**src/rtl/prog_pkg.sv**
```systemverilog
// Shared types and default sizing for the program sequencer.
// Latency: n/a (declarations only).
// Backpressure: n/a.
package prog_pkg;

    typedef enum logic [1:0] {
        ST_IDLE = 2'd0,
        ST_RUN  = 2'd1,
        ST_DONE = 2'd2
    } state_t;

    localparam int D_DEF        = 12;
    localparam int LW_DEF       = 5;
    localparam int END_ADDR_DEF = 128;
    localparam int CW_DEF       = 16;

endpackage

```
**src/rtl/jump_lut.sv**
```systemverilog
// Programmable jump-target table: synchronous write, combinational read.
// Latency: write visible on the edge after lut_we; read is same-cycle.
// Backpressure: none, a write is accepted every cycle.
module jump_lut
    import prog_pkg::*;
#(
    parameter int D  = D_DEF,
    parameter int LW = LW_DEF
) (
    input  logic          clk,
    input  logic          reset,
    input  logic          we,
    input  logic [LW-1:0] waddr,
    input  logic [D-1:0]  wdata,
    input  logic [LW-1:0] raddr,
    output logic [D-1:0]  rdata
);

    logic [D-1:0] mem [2**LW];

    always_ff @(posedge clk) begin
        if (reset) begin
            for (int i = 0; i < 2**LW; i++) begin
                mem[i] <= '0;
            end
        end else if (we) begin
            mem[waddr] <= wdata;
        end
    end

    // Read sees the pre-write contents when raddr == waddr in the same cycle.
    assign rdata = mem[raddr];

endmodule

```
**src/rtl/prog_sequencer.sv**
```systemverilog
// Program-counter sequencer with IDLE/RUN/DONE control, LUT and relative branches.
// Latency: one edge from req to RUN, one edge per PC step, one edge from halt/end to DONE.
// Backpressure: stall freezes PC and branch evaluation while cycle_cnt keeps counting.
module prog_sequencer
    import prog_pkg::*;
#(
    parameter int D        = D_DEF,
    parameter int LW       = LW_DEF,
    parameter int END_ADDR = END_ADDR_DEF,
    parameter int CW       = CW_DEF
) (
    input  logic          clk,
    input  logic          reset,
    input  logic          req,
    input  logic          stall,
    input  logic          halt,
    input  logic          abs_en,
    input  logic          rel_en,
    input  logic          cond,
    input  logic [LW-1:0] lut_idx,
    input  logic [7:0]    rel_off,
    input  logic          lut_we,
    input  logic [LW-1:0] lut_waddr,
    input  logic [D-1:0]  lut_wdata,
    output logic [D-1:0]  prog_ctr,
    output logic          running,
    output logic          done,
    output logic [CW-1:0] cycle_cnt
);

    localparam logic [D-1:0] END_PC = END_ADDR[D-1:0];

    state_t        state;
    state_t        state_nxt;
    logic [D-1:0]  pc_nxt;
    logic [CW-1:0] cnt_nxt;
    logic [D-1:0]  lut_rdata;
    logic [D-1:0]  rel_ext;

    jump_lut #(
        .D  (D),
        .LW (LW)
    ) u_jump_lut (
        .clk   (clk),
        .reset (reset),
        .we    (lut_we),
        .waddr (lut_waddr),
        .wdata (lut_wdata),
        .raddr (lut_idx),
        .rdata (lut_rdata)
    );

    assign rel_ext = D'(signed'(rel_off));

    always_ff @(posedge clk) begin
        if (reset) begin
            state     <= ST_IDLE;
            prog_ctr  <= '0;
            cycle_cnt <= '0;
            running   <= 1'b0;
            done      <= 1'b0;
        end else begin
            state     <= state_nxt;
            prog_ctr  <= pc_nxt;
            cycle_cnt <= cnt_nxt;
            running   <= (state_nxt == ST_RUN);
            done      <= (state_nxt == ST_DONE);
        end
    end

    always_comb begin
        state_nxt = state;
        pc_nxt    = prog_ctr;
        cnt_nxt   = cycle_cnt;
        case (state)
            ST_IDLE: begin
                if (req) begin
                    state_nxt = ST_RUN;
                    pc_nxt    = '0;
                    cnt_nxt   = '0;
                end
            end
            ST_RUN: begin
                // Stalled cycles still count as time spent running.
                if (cycle_cnt != '1) begin
                    cnt_nxt = cycle_cnt + CW'(1);
                end
                if (!stall) begin
                    if (halt || (prog_ctr == END_PC)) begin
                        state_nxt = ST_DONE;
                    end else if (abs_en && cond) begin
                        pc_nxt = lut_rdata;
                    end else if (rel_en && cond) begin
                        pc_nxt = prog_ctr + rel_ext;
                    end else begin
                        pc_nxt = prog_ctr + D'(1);
                    end
                end
            end
            ST_DONE: begin
                if (!req) begin
                    state_nxt = ST_IDLE;
                end
            end
            default: begin
                state_nxt = ST_IDLE;
            end
        endcase
    end

endmodule
```
**config.mk**
```make
export PLATFORM = sky130hd
export DESIGN_NAME = prog_sequencer
export DESIGN_NICKNAME = d
export VERILOG_FILES = /design/src/rtl/prog_pkg.sv /design/src/rtl/jump_lut.sv /design/src/rtl/prog_sequencer.sv
export SDC_FILE = /design/constraint.sdc
export NUM_CORES = 1
export LEC_CHECK = 0
export CORE_UTILIZATION = 45
export DETAILED_ROUTE_END_ITERATION = 7
export GPL_ROUTABILITY_DRIVEN = 0
export GPL_TIMING_DRIVEN = 0
export SLEW_MARGIN = 40
export SYNTH_ARGS = -nofsm -noshare
export SYNTH_HDL_FRONTEND = slang
export SYNTH_SLANG_ARGS = --single-unit
```
**constraint.sdc**
```tcl
create_clock -name clk -period 7.9 [get_ports clk]
set_clock_uncertainty 0.05 [all_clocks]
set_input_delay 2.37 -clock clk [delete_from_list [all_inputs] [get_ports clk]]
set_output_delay 2.37 -clock clk [all_outputs]
set_load 0.005 [all_outputs]
```
Yosys cells after proc, flatten, opt, wreduce, memory -nomap -nowiden:

Memories as Yosys holds them, arrays and structs flattened.
Cells that the tools add are included.

* magnitude comparators: 0
* reduce and logical (&&, ||, !) cells: 8
* divide/modulo/power cells: 0
* add/subtract/negate cells: 3
* equality and inequality tests: 10
* mux-type cells: 22
* bitwise logic cells: 0
* multiply operators: 0
* shift operators: 0

Operators by type and width (count)
* 12-bit 2-to-1 mux: 6
* 16-bit 2-to-1 mux: 2
* 16-bit one-hot mux with 2 select lines: 1
* 12-bit one-hot mux with 2 select lines: 1
* 16-bit by 1-bit adder with 16-bit output (second input constant): 1
* 16-bit inequality test (second input constant): 1
* 12-bit by 1-bit adder with 12-bit output (second input constant): 1
* 12-bit adder: 1
* 12-bit by 8-bit equality test with 1-bit output (second input constant): 1
* 12-bit OR reduction: 1
* 2-bit 2-to-1 mux: 4
* 2-bit inequality test (second input constant): 4
* 1-bit 2-to-1 mux: 6
* 2-bit one-hot mux with 3 select lines: 1
* 5-bit 2-to-1 mux: 1
* 2-bit by 1-bit equality test with 1-bit output (second input constant): 2
* 2-bit equality test (second input constant): 2
* 4-bit AND reduction: 1
* 3-bit AND reduction: 1
* 1-bit logical AND: 2
* 2-bit zero test: 1
* 2-bit nonzero test: 1
* 1-bit logical OR: 1

* register bits: 32
* output and inout bits: 30
* latch bits: 0
* memories kept: 1
* memory bits (writable): 384
* word-level logic and storage cells: 49
* memory bits (read-only): 0

Memories
* u_jump_lut.mem: depth 32, width 12, read ports 1, clocked after Yosys merged registers in 0, wr ports 32, line jump_lut.sv:19 `logic [D-1:0] mem [2**LW];`

Longest topological paths before layout:

Gate-level depths: netlist of run 1.

* depth after elaboration: 6
* mapped depth: 11
* mapped depth without buffers: 10

Hierarchy:

Synthesis of run 1 repeated with hierarchy kept, for this count alone.

* cell total of the unflattened synthesis: 1589
* area, all modules: 20169.3 sq um

Modules (own cells, without submodules)
* jump_lut: area an instance 18173.7 sq um, times used 1, cells an instance 1346
* prog_sequencer: area an instance 1995.7 sq um, times used 1, cells an instance 243

Worst setup path after synthesis of run 1:

No wires, ideal clock.

* path kind: input to register
* start: in cond
* end: reg prog_ctr[8]
* buffers on the path: 1
* path slack: 3.421 ns
* data arrival time: 4.302 ns
* cell stages on the path: 11
* required time: 7.723 ns
* cells stage by stage: clkbuf_1 nand3b_1 ha_1 inv_1 fa_1 nor2b_1 o21bai_1 a31oi_1 mux2i_1 mux2i_1 or3_1

* cells in the longest elaborated chain, start to end: 6

Ends and longest elaborated chain
* from (decl): line prog_sequencer.sv:19 `input logic cond,`
* 1-bit logical AND: line prog_sequencer.sv:93 `end else if (rel_en && cond) begin`
* 12-bit 2-to-1 mux: line prog_sequencer.sv:93
* 12-bit 2-to-1 mux *: line prog_sequencer.sv:91 `end else if (abs_en && cond) begin`
* 12-bit 2-to-1 mux *: line prog_sequencer.sv:89 `if (halt || (prog_ctr == END_PC)) begin`
* 12-bit 2-to-1 mux *: line prog_sequencer.sv:88 `if (!stall) begin`
* 12-bit one-hot mux with 2 select lines *: line prog_sequencer.sv:75 `case (state)`
* to (signal assigned): line prog_sequencer.sv:64 `prog_ctr <= pc_nxt;`
* to (decl): line prog_sequencer.sv:25 `output logic [D-1:0] prog_ctr,`

Every way passes the cells marked *; elsewhere a longest branch is shown, timed or not. The select of a mux whose other input is x is not followed.
A chain may end at the register's enable or synchronous reset.

Worst setup path in the final report of run 1:

* start: in lut_idx[1]
* end: reg prog_ctr[7]

* cells in the longest elaborated chain, start to end: 5

Ends and longest elaborated chain
* from (decl): line prog_sequencer.sv:20 `input logic [LW-1:0] lut_idx,`
* memory 32 x 12 bit
* 12-bit 2-to-1 mux: line prog_sequencer.sv:91
* 12-bit 2-to-1 mux: line prog_sequencer.sv:89
* 12-bit 2-to-1 mux: line prog_sequencer.sv:88
* 12-bit one-hot mux with 2 select lines: line prog_sequencer.sv:75

No other way between the ends. The select of a mux whose other input is x is not followed.

==> flow_summary.toml, run 1 <==
[outcome]
status = "finished, final reports clean"

[logic_synthesis]
synth_cells = 1346
yosysUniqueCellTypes = 58
synth_top_area_share = 0.588
ys_seq_elements = 416
seq_area_frac_synth = 0.621
synth_edf_count = 384
postSynthAreaPerCell_um2 = 14.6
synth_nets = 1396
synth-main-ff-cell = "edfxtp_1"
synth-async-reset-ratio = 0
yosys-top-cells-area = "edfxtp_1 59%, mux4_2 13%, and2_1 12%, dfxtp_1 3.3%, clkbuf_1 1.6%"
synth_top_area_cell = "edfxtp_1"
ys.warnings.count = 0
syn_area_um2 = 19600

[pwr]
p_sw_frac = 0.236
peakVddDrop_mv = 0.134
power_switching_mw = 1.17
comb_power_share = 0.087
power_density_nw_per_um2 = 222
p_int_mw = 3.79
p_leak_nw = 7.70
p_seq_frac = 0.513
p_clk_frac = 0.400

[placement]
io_buffer_count = 64
placed_area_um2 = 21000
place_hpwl_um = 38800
dp_slack_ps = 1780

[hold_path]
hold_path.startpoint = "cycle_cnt[13]"
whs_path_depth = 2
whs_endpoint = "cycle_cnt[13]"
hp-class = "register to register"

[final_layout]
utilization = 0.519
fin_area_um2 = 22300
fill_cells = 3627
drive_gt1_frac = 0.157
fin_nets = 1507
areaGrowthSynthToFinish_pct = 13.9
regArea_um2 = 12200
multi_input_area_um2 = 6940

[global_route]
grt_pass1_wl_um = 80800
met2_usage = 0.428
overflow = 0
antenna_found_initial = 2
grt_pass1_vias = 11700
grt_use_met3 = 0.0445
met1_usage = 0.343
grt_max_degree = 14
gr-usage-all-layers = 0.262
busiest_layer = "met2"

[clock_network]
ctsHoldBuffers = 0
numCtsBuffers = 45
cts_tree = "done"
clk_pin_slew_ps = 60
ctsResizeCount = 0
cts_sinks = 416
htreeDepth = 2
clk_latency_ps = 590
cts_buffer_depth = 3
cts-root-buf = "clkbuf_16"
cts_setup_buffers = 0

[critical_path]
end_kind = "register"
r2r_end = "prog_ctr[8]"
critPathKind = "primary input to register"
rrSetupSlack_ps = 5330
setup.worst_path.start_class = "primary input"
cp_max_fo = 10
ff2ff_path_depth = 9
cp.arrival_ps = 5960
reg2reg_from = "prog_ctr[0]"
worstPathRequired_ps = 8280

[timing]
maxSlewViolCount = 0
hold_viol = 0
worst_slack_ps = 2320
setup_tns_ps = 0
setup_viol = 0
slew_headroom = 0.398
fin_crit_sh = 0.707
rsz0062_at_grt = "false"
fmax_mhz = 179
fin_hold_ws_ps = 449
worst_pin_slew_ps = 902
period_minus_slack_ps = 5580

[floorplan]
coreArea_um2 = 43000
die_h_um = 211
fp.dieArea_um2 = 44400
row_count = 76
ios = 69
fp.dieW_um = 211
start_util = 0.456

[routing]
drc = 0
vias_per_cell = 5.68
routedWlPerCell_um = 27.3
ant_nets = 0
drt_iter0_drc = 1167
first_pass_iters = 7
totalWireLength_um = 56800
detailroute.via_count = 11800

[flow_run]
drv_cap = 0
## kinds of logic after synthesis
kind of cell    count (synthesis)  share of synthesized area
flops                         416                      0.621
mux                           138                      0.142
buf+inv                       117                     0.0252
fa+ha+maj                      11                    0.00741
simple gates                  575                      0.172
xor+xnor                       19                    0.00849
compound gates                 70                     0.0237
## worst max path at each step
stage / slack [ps] / end / depth (start not counted) / from
floorplan: 3420 / prog_ctr[8] / 11 / cond
global placement: 1540 / prog_ctr[5] / 8 / lut_idx[1]
detailed placement: 1780 / prog_ctr[7] / 8 / lut_idx[1]
CTS: 2380 / prog_ctr[7] / 8 / lut_idx[1]
global route: 2330 / prog_ctr[7] / 8 / lut_idx[1]
finish: 2320 / prog_ctr[7] / 8 / lut_idx[1]
## final cells by class
| cell class | count | area share |
|---|---|---|
| antenna | 3 | 0.000336 |
| buffer | 109 | 0.0210 |
| clock buffer | 54 | 0.0520 |
| clock inverter | 25 | 0.00790 |
| inverter | 8 | 0.00135 |
| multi-input combinational | 813 | 0.311 |
| sequential | 416 | 0.545 |
| tap | 585 | 0.0328 |
| timing repair buffer | 64 | 0.0287 |
## cells in the final DEF (no fill, tap or decap), drive strengths merged, types with 11 or more instances in the layout
master	synthesis	final
a21oi	18	18
and2	387	387
buf	26	25
clkbuf	83	138
clkdlybuf4s50	0	64
clkinv	1	21
dfxtp	32	32
edfxtp	384	384
mux2i	27	27
mux4	111	111
nand2	24	24
nand3	15	15
nor2	63	63
o21ai	13	13
or2	33	33
or3	11	11
xnor2	12	12
## worst max-delay path, stage by stage
cell             delay (ps)
clkdlybuf4s50_1         650
buf_2                   430
buf_4                   340
buf_2                   510
mux4_2                  470
mux4_2                  490
mux2i_1                 450
o221ai_1                210
## metal layers
| layer | vias up | share of wire |
|---|---|---|
| met4 | 2 | 0.047 |
| met3 | 126 | 0.070 |
| met1 | 6019 | 0.40 |
| met2 | 467 | 0.48 |
| met5 | - | 0.00028 |
| li1 | 5175 | - |
## synthesized netlist by cell type, types with 3 or more instances
master and n:
and2_1 387, edfxtp_1 384, mux4_2 109, clkbuf_1 83
nor2_1 63, dfxtp_1 32, or2_2 32, mux2i_1 27
nand2_1 24, a21oi_1 18, buf_2 17, nand3_1 15
xnor2_1 12, or3_1 11, and3_1 10, ha_1 10
inv_1 7, o21ai_0 7, xor2_1 7, a22oi_1 6
o21ai_1 6, nand3b_1 5, nand4_1 5, nor2b_1 5
a21o_1 4, a31oi_1 4, buf_1 4, nand2b_1 4
nor3_1 4, a211oi_1 3, and4_1 3, o21a_1 3
## metrics by stage
step | std cells | total power, mW
after global routing | 2074 | 5.07
after CTS | 2074 | 4.97
final | 2077 | 4.96
after floorplan | 1346 | 2.81
after global placement | 1995 | 3.01
after detailed placement | 1995 | 3.02
## flip-flops by register name, summed over array words and instances (netlist names)
register / count
prog_ctr: 12
running: 1
u_jump_lut.mem: 384
done: 1
cycle_cnt: 16
state: 2
## power groups by stage
stage	Combinational [mW]	Sequential, mW	Clock (mW)
2_1_floorplan	0.240	2.57	0
3_3_place_gp	0.427	2.58	0
3_5_place_dp	0.429	2.59	0
4_1_cts	0.430	2.54	2.00
5_1_grt	0.444	2.55	2.08
6_report	0.431	2.54	1.98
No activity file was read; power rests on OpenSTA's default activity.
==> run 2, diff against run 1 <==
- clock period: 7.9 -> 4.5 ns (I/O delays scaled with it)
==> flow_summary.toml, run 2 (same netlist as run 1, synthesis figures left out) <==
[timing]
fin_hold_ws_ps = 449
period_minus_slack_ps = 4370
fin_crit_sh = 0.971
worst_slack_ps = 132
worst_pin_slew_ps = 916
rsz0062_at_grt = "false"
slew_headroom = 0.389
setup_viol = 0
maxSlewViolCount = 0
fmax_mhz = 229
hold_viol = 0

[clock_network]
cts_tree = "done"
cts_buffer_depth = 3
clk_latency_ps = 590
ctsHoldBuffers = 0
numCtsBuffers = 45
cts_sinks = 416
clk_pin_slew_ps = 60
cts-root-buf = "clkbuf_16"
htreeDepth = 2

[critical_path]
setup.worst_path.start_class = "primary input"
critPathKind = "primary input to register"
path_cells = "clkdlybuf4s50_1 -> buf_2 -> buf_2 -> buf_2 -> mux4_2 -> mux4_2 -> mux2i_1 -> o21ai_1"
cpPeakStageDelay_ps = 650
worstPathRequired_ps = 4890
cp_top_family = "buffers and inverters"
end_kind = "register"
cp_max_fo = 10
cp-startpoint = "lut_idx[1]"
reg2reg_from = "prog_ctr[0]"
path_buf_inv = 4
critPathMostFrequentCell = "buf_2"
cp_slowest_cell = "clkdlybuf4s50_1"
cp.arrival_ps = 4760

[final_layout]
largest_reg_flops = 384
top_register = "u_jump_lut.mem"
fin_nets = 1507
most-common-layout-cells = "387 x and2_1, 384 x edfxtp_1, 109 x mux4_2, 90 x clkbuf_1, 64 x clkdlybuf4s50_1"
reg.largest.list = "u_jump_lut.mem (384), cycle_cnt (16), prog_ctr (12)"
areaGrowthSynthToFinish_pct = 13.9
drive_gt1_frac = 0.157
layout_commonest_cell = "and2_1"

[routing]
vias_per_cell = 5.66
drt_iter0_drc = 1151
ant_nets = 0
totalWireLength_um = 56700
drc = 0
detailroute.via_count = 11800
routedWlPerCell_um = 27.3
first_pass_iters = 5

[floorplan]
start_util = 0.456
coreArea_um2 = 43000
die_h_um = 211
row_count = 76
fp.dieArea_um2 = 44400
fp.dieW_um = 211
ios = 69

[global_route]
met1_usage = 0.343
antenna_found_initial = 2
busiest_layer = "met2"
grt_max_degree = 14
grt_pass1_wl_um = 80800
grt_pass1_vias = 11700
grt_use_met3 = 0.0445
gr-usage-all-layers = 0.262
met2_usage = 0.428
overflow = 0

[placement]
place_hpwl_um = 38800
dp_slack_ps = -597
io_buffer_count = 64

[pwr]
peakVddDrop_mv = 0.235
p_leak_nw = 7.70
power_density_nw_per_um2 = 390

[hold_path]
hp-class = "register to register"
hold_path.startpoint = "cycle_cnt[13]"

[flow_run]
drv_cap = 0

[outcome]
status = "finished, final reports clean"
## run 2: changes by cell type in the layout (fill, tap and decap cells not counted)
cell   delta
buf_2     -1
buf_4     +1
## run 2: repair_timing
action / CTS / global route
endpoints found under the setup margin: 1 / 0
gates resized for setup: 1 / 0
buffers inserted: 0 / 0
## run 2: power by group
group / switching [mW] / internal (mW)
Sequential: 0.0555 / 4.41
Combinational: 0.467 / 0.288
Clock: 1.53 / 1.95
## run 2: final cells by class
cell class | count | area (um^2)
Antenna cell | 3 | 7.51
Clock inverter | 25 | 176
Multi-Input combinational cell | 813 | 6940
Tap cell | 585 | 732
Buffer | 109 | 472
Sequential cell | 416 | 12200
Clock buffer | 54 | 1160
Inverter | 8 | 30.0
Timing Repair Buffer | 64 | 641
Fill cell | 3627 | 20700
## run 2: worst reg2reg max path, cell delays in order, from the launching register on
cell and delay (ps):
dfxtp_1 410, ha_1 200, inv_1 60, fa_1 420, nor2b_1 200, o21bai_1 110
a31oi_1 270, mux2i_1 280, mux2i_1 100, or3_1 340
## run 2: layer usage
| metal | up-vias | routed length, um |
|---|---|---|
| met5 | - | 16 |
| met4 | 2 | 2650 |
| met3 | 124 | 3930 |
| met2 | 455 | 27200 |
| met1 | 6002 | 23000 |
| li1 | 5177 | - |
## run 2: worst paths after layout
path,to,slack (ps),depth (start not counted)
min,cycle_cnt[13],450,2
max,prog_ctr[5],130,8
max reg2reg,prog_ctr[8],1930,9
min reg2reg,cycle_cnt[13],450,2
## run 2: through the flow
| step | total power [mW] | area (um^2) | instances | TNS (ps) | utilization |
|---|---|---|---|---|---|
| after floorplan | 4.94 | 19600 | 1346 | 0 | - |
| after global placement | 5.29 | 21000 | 1995 | -6380 | 0.488 |
| after detailed placement | 5.30 | 21000 | 1995 | -3310 | 0.488 |
| after CTS | 8.73 | 22300 | 2074 | 0 | 0.519 |
| after global routing | 8.91 | 22300 | 2074 | 0 | 0.519 |
| final | 8.70 | 22300 | 2077 | 0 | 0.519 |
